### config.mk
export PLATFORM = sky130hd
export DESIGN_NAME = mult_div_unit
export DESIGN_NICKNAME = d
export VERILOG_FILES = /design/src/rtl/mult_div_unit.sv
export SDC_FILE = /design/constraint.sdc
export NUM_CORES = 1
export LEC_CHECK = 0
export CAP_MARGIN = 20
export CORE_MARGIN = 2
export CORE_UTILIZATION = 55
export CTS_BUF_LIST = sky130_fd_sc_hd__clkbuf_2
export CTS_CLUSTER_DIAMETER = 120
export DETAILED_ROUTE_END_ITERATION = 12
export DONT_BUFFER_PORTS = 1
export GPL_TIMING_DRIVEN = 0
export HOLD_SLACK_MARGIN = 0.08
export PLACE_DENSITY = 0.7
export SLEW_MARGIN = 40
export SYNTH_ARGS = -nofsm -noshare
export SYNTH_HDL_FRONTEND = slang
export SYNTH_SLANG_ARGS = --single-unit
### constraint.sdc
create_clock -name clock -period 5.75 [get_ports clock]
set_clock_uncertainty 0.2 [all_clocks]
set_input_delay 1.725 -clock clock [delete_from_list [all_inputs] [get_ports clock]]
set_output_delay 1.725 -clock clock [all_outputs]
set_load 0.03 [all_outputs]
### src/rtl/mult_div_unit.sv
// Iterative multiply/divide unit: one shift-add (mult) or restoring
// shift-subtract (div) step per clock on a shared 2*WIDTH accumulator.
module mult_div_unit #(
  parameter int WIDTH = 32
) (
  input  logic             clock,
  input  logic             reset,
  input  logic             start,
  input  logic [1:0]       op,
  input  logic [WIDTH-1:0] a,
  input  logic [WIDTH-1:0] b,
  output logic             busy,
  output logic             done,
  output logic [WIDTH-1:0] hi,
  output logic [WIDTH-1:0] lo,
  output logic             div_zero
);

  localparam int CW = $clog2(WIDTH + 1);
  localparam logic [WIDTH-1:0]   ZERO  = '0;
  localparam logic [2*WIDTH-1:0] ZERO2 = '0;

  typedef enum logic [1:0] {IDLE = 2'd0, RUN = 2'd1, FIN = 2'd2} state_e;

  state_e             state_q, state_d;
  logic [CW-1:0]      cnt_q;
  logic [2*WIDTH-1:0] acc_q, acc_d;
  logic [WIDTH-1:0]   mag_q, hi_q, lo_q;
  logic               div_q, dz_q, neg_q, rneg_q, done_q, div_zero_q;

  logic               a_neg, b_neg, b_zero;
  logic [WIDTH-1:0]   a_mag, b_mag;

  assign a_neg  = ~op[0] & a[WIDTH-1];
  assign b_neg  = ~op[0] & b[WIDTH-1];
  assign a_mag  = a_neg ? (ZERO - a) : a;
  assign b_mag  = b_neg ? (ZERO - b) : b;
  assign b_zero = (b == ZERO);

  // Multiply: multiplier sits in the low half and shifts out LSB first.
  logic [WIDTH:0]     mul_sum;
  logic [2*WIDTH-1:0] mul_next;
  assign mul_sum  = {1'b0, acc_q[2*WIDTH-1:WIDTH]} + (acc_q[0] ? {1'b0, mag_q} : {1'b0, ZERO});
  assign mul_next = {mul_sum, acc_q[WIDTH-1:1]};

  // Divide: remainder in the high half, dividend/quotient bits in the low half.
  // Remainder stays below the divisor, so the borrow bit alone decides the step.
  logic [WIDTH:0]     div_tmp, div_diff;
  logic               div_ge;
  logic [2*WIDTH-1:0] div_next;
  assign div_tmp  = {acc_q[2*WIDTH-1:WIDTH], acc_q[WIDTH-1]};
  assign div_diff = div_tmp - {1'b0, mag_q};
  assign div_ge   = ~div_diff[WIDTH];
  assign div_next = {(div_ge ? div_diff[WIDTH-1:0] : div_tmp[WIDTH-1:0]), acc_q[WIDTH-2:0], div_ge};

  assign acc_d = div_q ? div_next : mul_next;

  logic [2*WIDTH-1:0] prod_fix;
  logic [WIDTH-1:0]   quo_fix, rem_fix;
  assign prod_fix = neg_q  ? (ZERO2 - acc_q) : acc_q;
  assign quo_fix  = neg_q  ? (ZERO - acc_q[WIDTH-1:0]) : acc_q[WIDTH-1:0];
  assign rem_fix  = rneg_q ? (ZERO - acc_q[2*WIDTH-1:WIDTH]) : acc_q[2*WIDTH-1:WIDTH];

  always_ff @(posedge clock) begin
    if (reset) state_q <= IDLE;
    else       state_q <= state_d;
  end

  always_comb begin
    state_d = state_q;
    case (state_q)
      IDLE:    if (start) state_d = (op[1] && b_zero) ? FIN : RUN;
      RUN:     if (cnt_q == CW'(1)) state_d = FIN;
      FIN:     state_d = IDLE;
      default: state_d = IDLE;
    endcase
  end

  always_comb begin
    busy = (state_q != IDLE);
  end

  always_ff @(posedge clock) begin
    if (reset) begin
      cnt_q      <= '0;
      acc_q      <= '0;
      mag_q      <= '0;
      hi_q       <= '0;
      lo_q       <= '0;
      div_q      <= 1'b0;
      dz_q       <= 1'b0;
      neg_q      <= 1'b0;
      rneg_q     <= 1'b0;
      done_q     <= 1'b0;
      div_zero_q <= 1'b0;
    end else begin
      done_q <= 1'b0;
      case (state_q)
        IDLE: if (start) begin
          div_q      <= op[1];
          dz_q       <= op[1] & b_zero;
          neg_q      <= a_neg ^ b_neg;
          rneg_q     <= a_neg;
          cnt_q      <= CW'(WIDTH);
          div_zero_q <= 1'b0;
          mag_q      <= op[1] ? b_mag : a_mag;
          acc_q      <= op[1] ? {ZERO, a_mag} : {ZERO, b_mag};
        end
        RUN: begin
          cnt_q <= cnt_q - CW'(1);
          acc_q <= acc_d;
        end
        FIN: begin
          done_q <= 1'b1;
          if (dz_q)       div_zero_q   <= 1'b1;
          else if (div_q) {hi_q, lo_q} <= {rem_fix, quo_fix};
          else            {hi_q, lo_q} <= prod_fix;
        end
        default: ;
      endcase
    end
  end

  assign done     = done_q;
  assign hi       = hi_q;
  assign lo       = lo_q;
  assign div_zero = div_zero_q;

endmodule

After elaboration in Yosys (flattened, before gate mapping). Index checks and enable logic that the tools add are counted.

Shifts and indexed selects: 0. Order comparisons: 0. Multipliers: 0. Reduce and logical (&&, ||, !) cells: 11. Add/subtract/negate cells: 8. Bitwise logic cells: 7. Divide/modulo/power cells: 0. Equality and inequality tests: 6. Mux-type cells: 24.

Operators with widths (count): 2-to-1 mux 32 bit (10); 2-to-1 mux 64 bit (3); one-hot mux 64 bit (2 select lines) (1); subtractor 1 x 32 -> 32 bit (first input constant) (4); subtractor 1 x 64 -> 64 bit (first input constant) (1); adder 32 x 32 -> 33 bit (1); subtractor 33 x 32 -> 33 bit (1); zero test 32 bit (1); one-hot mux 6 bit (2 select lines) (1); AND reduction 2 bit (4); == test 6 x 1 -> 1 bit (second input constant) (1); 2-to-1 mux 2 bit (3); 2-to-1 mux 6 bit (1); inequality test 2 bit (second input constant) (3); nonzero test 2 bit (3); subtractor 6 x 1 -> 6 bit (second input constant) (1); one-hot mux 2 bit (2 select lines) (1); AND 1 bit (3); 2-to-1 mux 1 bit (3); inverter 1 bit (3); AND reduction 3 bit (1); == test 2 x 1 -> 1 bit (second input constant) (1); == test 2 bit (second input constant) (1); zero test 2 bit (1); 3 further kinds (3).

Input bits: 69. ROM bits: 0. Memories kept: 0. Latch bits: 0. Register bits: 174. Memory bits (writable): 0. Word-level logic and storage cells: 68.

Longest topological paths before layout.
Depth in word-level cells: 6. Mapped depth: 15. Mapped depth without buffers: 14.

Worst setup path before layout. No wires, ideal clock.

Path type: input to register. From: input port a[15]. To: register acc_q[22]. Stages on the path: 9. Slack: 1.497 ns. Data arrival time: 3.967 ns. Required time: 5.464 ns. Buffers on the path: 0. Path through: or3_1 > or3_1 > or4_1 > nor2_1 > a21oi_1 > xor2_1 > nor2_1 > o31a_1 > a211oi_1.

Cells in the longest elaborated chain, start to end: 5.

RTL lines: start, declared (RTL line 10) `input logic [WIDTH-1:0] a,`; subtractor 1 x 32 -> 32 bit (RTL line 36) `assign a_mag = a_neg ? (ZERO - a) : a;`; 2-to-1 mux 32 bit (RTL line 36); 2-to-1 mux 32 bit (RTL line 107) `acc_q <= op[1] ? {ZERO, a_mag} : {ZERO, b_mag};`; 2-to-1 mux 64 bit (RTL line 99) `IDLE: if (start) begin`; one-hot mux 64 bit (2 select lines) (RTL line 98) `case (state_q)`; end signal, assigned (RTL line 107); end, declared (RTL line 27) `logic [2*WIDTH-1:0] acc_q, acc_d;`.

Every way passes these cells. The select of a mux whose other input is x is not followed. A chain may end at the register's enable or synchronous reset.

Final worst setup path.
From: register acc_q[0]. To: register hi_q[6] (netlist: hi[6]).

Cells in the longest elaborated chain, start to end: 3.

RTL lines: subtractor 1 x 64 -> 64 bit (RTL line 60) `assign prod_fix = neg_q ? (ZERO2 - acc_q) : acc_q;`; 2-to-1 mux 64 bit (RTL line 60); 2-to-1 mux 32 bit (RTL line 116) `else if (div_q) {hi_q, lo_q} <= {rem_fix, quo_fix};`; end signal, assigned (RTL line 116); end signal, assigned (RTL line 117) `else {hi_q, lo_q} <= prod_fix;`; end, declared (RTL line 28) `logic [WIDTH-1:0] mag_q, hi_q, lo_q;`.

Every way passes these cells.

==> flow_metrics.tcl <==
set metrics [dict create \
    outcome "finished, final reports clean" \
    ioPinCount 136 \
    vdd_ir_drop_max_v 0.000136 \
    cts-hold-fix-buffers 0 \
    grt_max_degree 23 \
    first_pass_iters 6 \
    drc 0 \
    die_x_um 162 \
    fin_tns_setup_ns 0 \
    hold_class "reg -> reg" \
    start_util_pct 56.3 \
    synth-seq-cells 174 \
    syn-num-nets 1984 \
    worst_slew_pin_slew_ns 0.834 \
    ant_nets 0 \
    fin_crit_ns 5.20 \
    setup_ws_ns 0.550 \
    wl_per_cell_um 21.8 \
    cp.required_ns 6.27 \
    maxSlewViolCount 0 \
    drt_first_iter_violations 1509 \
    yosys_most_used_dff "dfxtp_1" \
    syn_inst 1843 \
    seq_area_frac_synth_pct 25.3 \
    cp_max_fo 10 \
    finalCritPeriodShare_pct 90.4 \
    drive_gt1_share_pct 3.63 \
    htreeDepth 4 \
    core_um2 24500 \
    synth.distinct_cells 71 \
    netlist_area_um2 13800 \
    finalHoldViolCount 0 \
    cts_buffer_depth 2 \
    die_h_um 162 \
    cts_buffers 17 \
    first_global_vias 12700 \
    cts_resized 0 \
    pre_cts_slack_ns 0.670 \
    power.total_uw 3440 \
    critical_path_class "reg -> reg" \
    syn_avg_cell_area_um2 7.47 \
    rows 57 \
    fin_nets 2003 \
    yosysWarnings 0 \
    critPathCaptureType "flop" \
    cap_violations 0 \
    ctsRootBufferMaster "clkbuf_2" \
    setup_viol 0 \
    cts_tree "yes" \
    cts_setup_buffers 0 \
    dpl.hpwl_um 38600 \
    cts.sinks 174 \
    grt_use_total_pct 35.7 \
    wirelength_um 48000 \
    p_leak_uw 0.00561 \
    synthArstFlopShare_pct 0 \
    place_congestion 0.988 \
    powerDensity_nw_per_um2 237 \
    start_kind "flop" \
    syn_to_final_growth_pct 5.26 \
    rsz0062_at_grt "false" \
    overflow 0 \
    max-slew-margin-rel_pct 44.4 \
    port_buffers 0 \
    path_clk_slew_ns 0.32 \
    grt_pass1_wl_um 73200 \
    vias 14000 \
    vias_per_cell 6.37 \
    clock_latency_ns 0.82 \
    cp_data_arrival_time_ns 5.72 \
    fmax_mhz 192 \
    antenna_found_initial 2 \
    die-area_um2 26300 \
    synth_edf_count 0 \
]
## critical path: stages (launching register included)
cell and delay, ns:
dfxtp_1 0.37, clkbuf_1 0.32, inv_1 0.35, clkbuf_1 0.53, ha_1 0.30, or3b_4 0.41, or4_4 0.44, or4_4 0.45
or4_4 0.47, o31a_1 0.28, buf_6 0.15, nor2_1 0.21, a21oi_1 0.12, xnor2_1 0.38, a211oi_1 0.13
## layer usage
| metal | global-route usage [%] | up-vias | part of all wire (%) |
|---|---|---|---|
| li1 | - | 6691 | - |
| met1 | 51.0 | 6530 | 44 |
| met2 | 53.7 | 719 | 42 |
| met3 | 7.07 | 84 | 11 |
| met4 | 11.7 | 0 | 3.1 |
| met5 | 0 | - | 0 |
## cell usage after synthesis (24+ instances only)
| master | count | share of area (%) |
|---|---|---|
| nor2_1 | 210 | 5.7 |
| dfxtp_1 | 174 | 25 |
| or3_1 | 24 | 1.1 |
| mux2i_1 | 63 | 4.6 |
| a21o_1 | 37 | 2.0 |
| nor3_1 | 36 | 1.3 |
| xor2_1 | 89 | 5.7 |
| inv_1 | 61 | 1.7 |
| clkbuf_1 | 107 | 2.9 |
| nand2_1 | 186 | 5.1 |
| xnor2_1 | 75 | 4.8 |
| a21oi_1 | 183 | 6.7 |
| o21ai_0 | 98 | 3.6 |
| a211oi_1 | 99 | 5.4 |
| ha_1 | 70 | 6.4 |
| o211ai_1 | 36 | 2.0 |
## cell families (layout without fill, tap and decap cells)
logic type,count (synthesis),in the layout,synth area share [%]
compound gates,585,585,27.3
xor+xnor,164,164,10.4
fa+ha+maj,72,72,6.65
buf+inv,176,208,4.92
flops,174,174,25.3
mux,72,72,5.32
other cells,0,2,0
simple gates,600,600,20.0
## cells in the final DEF (no fill, tap or decap), types with 37 or more instances in the layout
cell,instances
a21o_1,37
nor2_1,209
xnor2_1,74
a21oi_1,183
a211oi_1,99
mux2i_1,63
dfxtp_1,174
ha_1,70
o21ai_0,98
clkbuf_1,106
inv_1,61
nand2_1,186
xor2_1,89
## stage by stage
| step | instance area (µm²) | util [%] | hold slack [ns] | instances |
|---|---|---|---|---|
| floorplan | 13800 | - | 0.232 | 1843 |
| global placement | 14200 | 57.9 | 0.241 | 2167 |
| detailed placement | 14200 | 58.0 | 0.254 | 2167 |
| CTS | 14500 | 59.2 | 0.281 | 2199 |
| global route | 14500 | 59.2 | 0.295 | 2200 |
| finish | 14500 | 59.3 | 0.279 | 2201 |
## final cells by class
| class | count | area (µm²) |
|---|---|---|
| sequential | 174 | 3480 |
| buffer | 114 | 445 |
| clock buffer | 17 | 85.1 |
| antenna | 2 | 5.00 |
| clock inverter | 15 | 218 |
| inverter | 62 | 233 |
| multi-input combinational | 1493 | 9620 |
| fill | 2419 | 9970 |
| tap | 324 | 405 |
## flip-flops by register name, indices dropped and copies added (netlist names), 2 cells and up
| name | count |
|---|---|
| acc_q | 64 |
| hi | 32 |
| lo | 32 |
| mag_q | 32 |
| cnt_q | 6 |
| state_q | 2 |
## worst paths after layout
| path | cells after the start | slack, ns | from | to |
|---|---|---|---|---|
| setup / recovery | 14 | 0.55 | acc_q[0]$_SDFFE_PP0P_ | hi[6]$_SDFFE_PP0P_ |
| hold / removal | 2 | 0.28 | mag_q[28]$_SDFFE_PP0P_ | mag_q[28]$_SDFFE_PP0P_ |
| setup reg to reg | 14 | 0.55 | acc_q[0]$_SDFFE_PP0P_ | hi[6]$_SDFFE_PP0P_ |
| hold reg to reg | 2 | 0.28 | mag_q[28]$_SDFFE_PP0P_ | mag_q[28]$_SDFFE_PP0P_ |
## where the power goes
part / internal (µW) / switching, µW / total, µW
Combinational: 459 / 797 / 1260
Clock: 178 / 592 / 770
Sequential: 1290 / 124 / 1410
Power figures use the tool's default switching activity.
